### src/rtl/hazard_ctrl.sv
// Hazard and stall controller for the five-stage core: Execute-stage forwarding,
// load-use detection, branch flushes and a timed wait sequencer for data-memory accesses.
module hazard_ctrl #(
    parameter int REG_W       = 5,
    parameter int CNT_W       = 16,
    parameter int MEM_TIMEOUT = 8
) (
    input  logic             CLK,
    input  logic             CLR_N,
    input  logic [REG_W-1:0] Rs1D,
    input  logic [REG_W-1:0] Rs2D,
    input  logic [REG_W-1:0] Rs1E,
    input  logic [REG_W-1:0] Rs2E,
    input  logic [REG_W-1:0] RdE,
    input  logic [REG_W-1:0] RdM,
    input  logic [REG_W-1:0] RdW,
    input  logic             RegWriteM,
    input  logic             RegWriteW,
    input  logic             LoadE,
    input  logic             PCSrcE,
    input  logic             MemReqM,
    input  logic             MemAckM,
    output logic [1:0]       ForwardAE,
    output logic [1:0]       ForwardBE,
    output logic             StallF,
    output logic             StallD,
    output logic             StallE,
    output logic             StallM,
    output logic             FlushD,
    output logic             FlushE,
    output logic             FlushW,
    output logic             MemErr,
    output logic [CNT_W-1:0] StallCycles
);

    localparam int CW = $clog2(MEM_TIMEOUT + 1);
    localparam logic [CW-1:0] MT = CW'(MEM_TIMEOUT);

    typedef enum logic {S_IDLE, S_WAIT} state_t;

    state_t           state_reg, state_next;
    logic [CW-1:0]    cnt_reg, cnt_next;
    logic             mem_err_reg, mem_err_next;
    logic [CNT_W-1:0] stall_cnt_reg;
    logic             mem_stall, lw_stall;

    logic [REG_W-1:0] rs_e [2];
    logic [1:0]       fwd  [2];

    assign rs_e[0] = Rs1E;
    assign rs_e[1] = Rs2E;

    // Memory-stage match wins over Writeback: it holds the younger result.
    generate
        for (genvar gi = 0; gi < 2; gi++) begin : g_fwd
            assign fwd[gi] = (RegWriteM && RdM == rs_e[gi] && rs_e[gi] != '0) ? 2'b10 :
                             (RegWriteW && RdW == rs_e[gi] && rs_e[gi] != '0) ? 2'b01 :
                                                                                2'b00;
        end
    endgenerate

    assign ForwardAE = fwd[0];
    assign ForwardBE = fwd[1];

    assign lw_stall = LoadE && RdE != '0 && (RdE == Rs1D || RdE == Rs2D);

    always_comb begin
        state_next   = state_reg;
        cnt_next     = cnt_reg;
        mem_err_next = mem_err_reg;
        mem_stall    = 1'b0;
        case (state_reg)
            S_IDLE: begin
                mem_stall = MemReqM && !MemAckM;
                if (mem_stall) begin
                    state_next = S_WAIT;
                    cnt_next   = CW'(1);
                end else begin
                    cnt_next = '0;
                end
            end
            S_WAIT: begin
                mem_stall = MemReqM && !MemAckM && (cnt_reg < MT);
                // A dropped request ends the access just like an ack does.
                if (!MemReqM || MemAckM) begin
                    state_next = S_IDLE;
                    cnt_next   = '0;
                end else if (cnt_reg == MT) begin
                    mem_err_next = 1'b1;
                    state_next   = S_IDLE;
                    cnt_next     = '0;
                end else begin
                    cnt_next = cnt_reg + CW'(1);
                end
            end
            default: begin
                state_next = S_IDLE;
                cnt_next   = '0;
            end
        endcase
    end

    // While reset is held the sequencer must not stall the pipeline, even with a request pending.
    always_comb begin
        StallF = lw_stall;
        StallD = lw_stall;
        StallE = 1'b0;
        StallM = 1'b0;
        FlushD = PCSrcE;
        FlushE = lw_stall | PCSrcE;
        FlushW = 1'b0;
        if (mem_stall && CLR_N) begin
            StallF = 1'b1;
            StallD = 1'b1;
            StallE = 1'b1;
            StallM = 1'b1;
            FlushD = 1'b0;
            FlushE = 1'b0;
            FlushW = 1'b1;
        end
    end

    always_ff @(posedge CLK or negedge CLR_N) begin
        if (!CLR_N) begin
            state_reg     <= S_IDLE;
            cnt_reg       <= '0;
            mem_err_reg   <= 1'b0;
            stall_cnt_reg <= '0;
        end else begin
            state_reg   <= state_next;
            cnt_reg     <= cnt_next;
            mem_err_reg <= mem_err_next;
            if (StallF && stall_cnt_reg != '1) begin
                stall_cnt_reg <= stall_cnt_reg + CNT_W'(1);
            end
        end
    end

    assign MemErr      = mem_err_reg;
    assign StallCycles = stall_cnt_reg;

endmodule

### config.mk
export PLATFORM = sky130hd
export DESIGN_NAME = hazard_ctrl
export DESIGN_NICKNAME = d
export VERILOG_FILES = /design/src/rtl/hazard_ctrl.sv
export SDC_FILE = /design/constraint.sdc
export NUM_CORES = 1
export LEC_CHECK = 0
export CORE_MARGIN = 4
export CORE_UTILIZATION = 40
export CTS_CLUSTER_SIZE = 14
export DETAILED_ROUTE_END_ITERATION = 8
export PLACE_DENSITY = 0.77
export SETUP_SLACK_MARGIN = 0.5
export SYNTH_ARGS = -nofsm -noshare
export SYNTH_HDL_FRONTEND = slang
export SYNTH_SLANG_ARGS = --single-unit
### constraint.sdc
create_clock -name CLK -period 5.82 [get_ports CLK]
set_input_delay 1.746 -clock CLK [delete_from_list [all_inputs] [get_ports CLK]]
set_output_delay 1.746 -clock CLK [all_outputs]
set_load 0.01 [all_outputs]
==> metrics.csv, run 1 <==
stage,metric,value,unit
yosys,cell area after technology mapping,0.00157,sq mm
sta,worst slew pin tran,0.369,ns
setup_path,Worst EP arrival,3.49,ns
setup_path,crit end category,output port,
floorplanning,std cell rows,22,
yosys,Most used DFF post-synth,dfrtp_1,
flow_run,max-cap violations,0,
sta,final count of pins violating max slew,0,
sta,# setup viols final,0,
yosys,"Distinct cells, synth",36,
detailed_routing,DR vias/cell,5.13,
floorplanning,Initial Util,0.420,
yosys,Synthesized Nets,205,
setup_path,CP max FO,3,
detailed_routing,Final ANT Viol Nets,0,
power_and_ir_drop,Tot Pwr,448,uW
clock_tree,cts bufs inserted,3,
yosys,sequential element share of the synthesized area,0.350,
yosys,synthesized netlist cell count,159,
placed_design,HPWL after detailed placement,3.11,mm
finish,Largest register FFs,16,
power_and_ir_drop,Leakage,0.000959,uW
sta,Hold Slack,0.467,ns
placed_design,port buffer count,70,
power_and_ir_drop,clock power share,0.208,
power_and_ir_drop,Peak supply drop,0.0810,mV
global_route,antenna violations before repair,0,
worst_hold_path,Worst Hold Class,reg -> reg,
detailed_routing,DRC violations left,0,
power_and_ir_drop,switching part of the total,0.305,
sta,RSZ-0062 raised after global routing,no,
clock_tree,root buf cell,clkbuf_8,
yosys,mean post-synth cell area,9.90,sq um
global_route,pin count of the biggest net entering global routing,23,
floorplanning,Die Ht,70.7,um
placed_design,"Cell Area, Placed",0.00232,sq mm
power_and_ir_drop,Flop pwr share,0.431,
yosys,number of synthesized flops with an enable pin,0,
global_route,first-pass GRT wire length,6.18,mm
sta,fin crit period,5.24,ns
finish,Syn-to-layout area delta,50.5,%
finish,layout cells sized above 1,0.104,
power_and_ir_drop,internal power,312,uW
yosys,async set-reset flop share out of synthesis,1.00,
power_and_ir_drop,combinational share of power,0.362,
sta,FMAX,0.191,GHz
global_route,gr usage total,0.151,
floorplanning,Core Area,0.00374,sq mm
sta,Fin Clk Skew,0.00173,ns
power_and_ir_drop,net load switching power,137,uW
floorplanning,Die W,70.7,um
sta,Setup TNS Final,0,ns
global_route,vias in the first global route,1465,
setup_path,WS Path Type,in -> out,
sta,final-report hold violation count,0,
detailed_routing,DRT Wirelength,3.67,mm
finish,fillers,349,
clock_tree,Worst-Skew Late Latency,0.26,ns
setup_path,Worst setup SP type,input port,
detailed_routing,Vias,1431,
floorplanning,Ports,71,
clock_tree,htree depth,1,
clock_tree,clock sinks,22,
floorplanning,Die ar.,0.00500,sq mm
global_route,GR Overflow Total,0,
clock_tree,largest buffer count on any clock path,2,
finish,post-route cell area,0.00237,sq mm
yosys,"FF+latch count, synth",22,
detailed_routing,WL/cell,13.2,um
clock_tree,Clock transition at path regs,0.07,ns
detailed_routing,DRT Pass-1 Iters,4,
power_and_ir_drop,Pwr Density,189,mW/mm^2
detailed_routing,DR iter-0 viols,25,
run_status,run status,"complete, no violations",
finish,nets@finish,279,
sta,fin crit share,0.900,
sta,relative slew slack,0.751,
clock_tree,CTS tree,done,
placed_design,Final Wtd Congestion,0.799,
finish,antenna cells,0,
yosys,synthesis warning total,0,
setup_path,Critical Path RT,4.07,ns
[worst paths after layout]
path	from	to	slack (ns)	cells past startpoint
hold / removal	MemErr	MemErr	0.47	1
setup reg to reg	StallCycles[0]	StallCycles[1]	3.81	6
min in group asynchronous	CLR_N	StallCycles[15]	1.90	2
setup / recovery	Rs1E[1]	ForwardAE[1]	0.58	5
max in group asynchronous	CLR_N	StallCycles[14]	3.70	2
hold reg to reg	MemErr	MemErr	0.47	1
[cell type report]
| type | count | area, sq um | area share |
|---|---|---|---|
| Tap cell | 48 | 60.1 | 0.0254 |
| Timing Repair Buffer | 73 | 721 | 0.304 |
| Inverter | 4 | 15.0 | 0.00634 |
| Clock buffer | 3 | 41.3 | 0.0174 |
| Multi-Input combinational cell | 129 | 981 | 0.414 |
| Sequential cell | 22 | 551 | 0.232 |
[critical path, cell delays in order]
cell and delay (ns):
clkdlybuf4s50_1 0.55, or4_1 0.14, nor2_1 0.04, nor4_1 0.39, clkdlybuf4s50_1 0.62
[cell usage in the layout, fill, tap and decap left out, types with 3 or more instances in the layout]
| cell | instances |
|---|---|
| nand2_1 | 11 |
| nand4_2 | 3 |
| nor4_1 | 4 |
| and2_1 | 4 |
| nand4_1 | 9 |
| nor2_1 | 13 |
| clkbuf_8 | 3 |
| nand3_1 | 4 |
| and3_1 | 6 |
| buf_4 | 3 |
| nand3_2 | 3 |
| xor2_1 | 14 |
| dfrtp_1 | 22 |
| xnor2_1 | 30 |
| inv_1 | 4 |
| ha_1 | 3 |
| clkdlybuf4s50_1 | 65 |
[cell families after synthesis]
kind of cell	synth area share
adders and majority gates	0.0238
xor gates and xnor gates	0.245
DFF	0.350
and+or+nand+nor	0.264
buffers and inverters	0.0310
AOI/OAI and AO/OA	0.0660
muxes	0.0207
[per-stage QoR]
step                setup WS, ns  utilization  instances
CTS                        0.462        0.632        279
detailed placement         0.193        0.619        275
global route               0.500        0.633        279
global placement           0.267        0.619        275
finish                     0.582        0.633        279
floorplan                   1.14            -        159
[what timing repair did]
item / CTS / global route
setup endpoints to repair: 3 / 7
pin swaps: 1 / 0
gates resized for setup: 4 / 8
setup buffers: 1 / 0
hold buffers: 0 / 0
[power by group through the flow]
stage               registers, uW  logic, uW  clock network [uW]
global route                  197        176                 101
global placement              195        161                   0
detailed placement            196        165                   0
floorplan                     200       66.1                   0
finish                        193        162                93.1
CTS                           193        166                95.5
[cells in the mapped netlist, drive strengths merged (2+ instances only)]
cell type	number	area [sq um]
xnor2	30	263
and3	6	37.5
nor3	3	25.0
nand4	12	93.8
nand3	7	50.1
mux2	2	22.5
or4	3	22.5
ha	3	37.5
buf	4	33.8
dfrtp	22	551
nand2	12	47.6
xor2	14	123
and2	4	25.0
a31oi	2	12.5
inv	4	15.0
o21ai	3	30.0
nor2	13	48.8
nor4	4	25.0
[per-layer routing]
layer  GRT usage  share of wire  up-vias
met1       0.165           0.39      662
met5           0              0        -
met3      0.0497           0.11        5
met4      0.0668          0.018        0
met2       0.264           0.49       63
li1            -              -      701
Power figures use the tool's default switching activity.
==> run 2, diff against run 1 <==
--- a/config.mk
+++ b/config.mk
@@ -11,6 +11,7 @@
 export DETAILED_ROUTE_END_ITERATION = 8
 export PLACE_DENSITY = 0.77
 export SETUP_SLACK_MARGIN = 0.5
+export SLEW_MARGIN = 20
 export SYNTH_ARGS = -nofsm -noshare
 export SYNTH_HDL_FRONTEND = slang
 export SYNTH_SLANG_ARGS = --single-unit
==> results of run 2 <==
No change in the layout: final DEF, timing and power equal those of run 1.
==> run 3, diff against run 2 <==
--- a/config.mk
+++ b/config.mk
@@ -7,6 +7,7 @@
 export LEC_CHECK = 0
 export CORE_MARGIN = 4
 export CORE_UTILIZATION = 40
+export CTS_BUF_LIST = sky130_fd_sc_hd__clkbuf_8
 export CTS_CLUSTER_SIZE = 14
 export DETAILED_ROUTE_END_ITERATION = 8
 export PLACE_DENSITY = 0.77
==> results of run 3 <==
No change in the layout: final DEF, timing and power equal those of run 1.
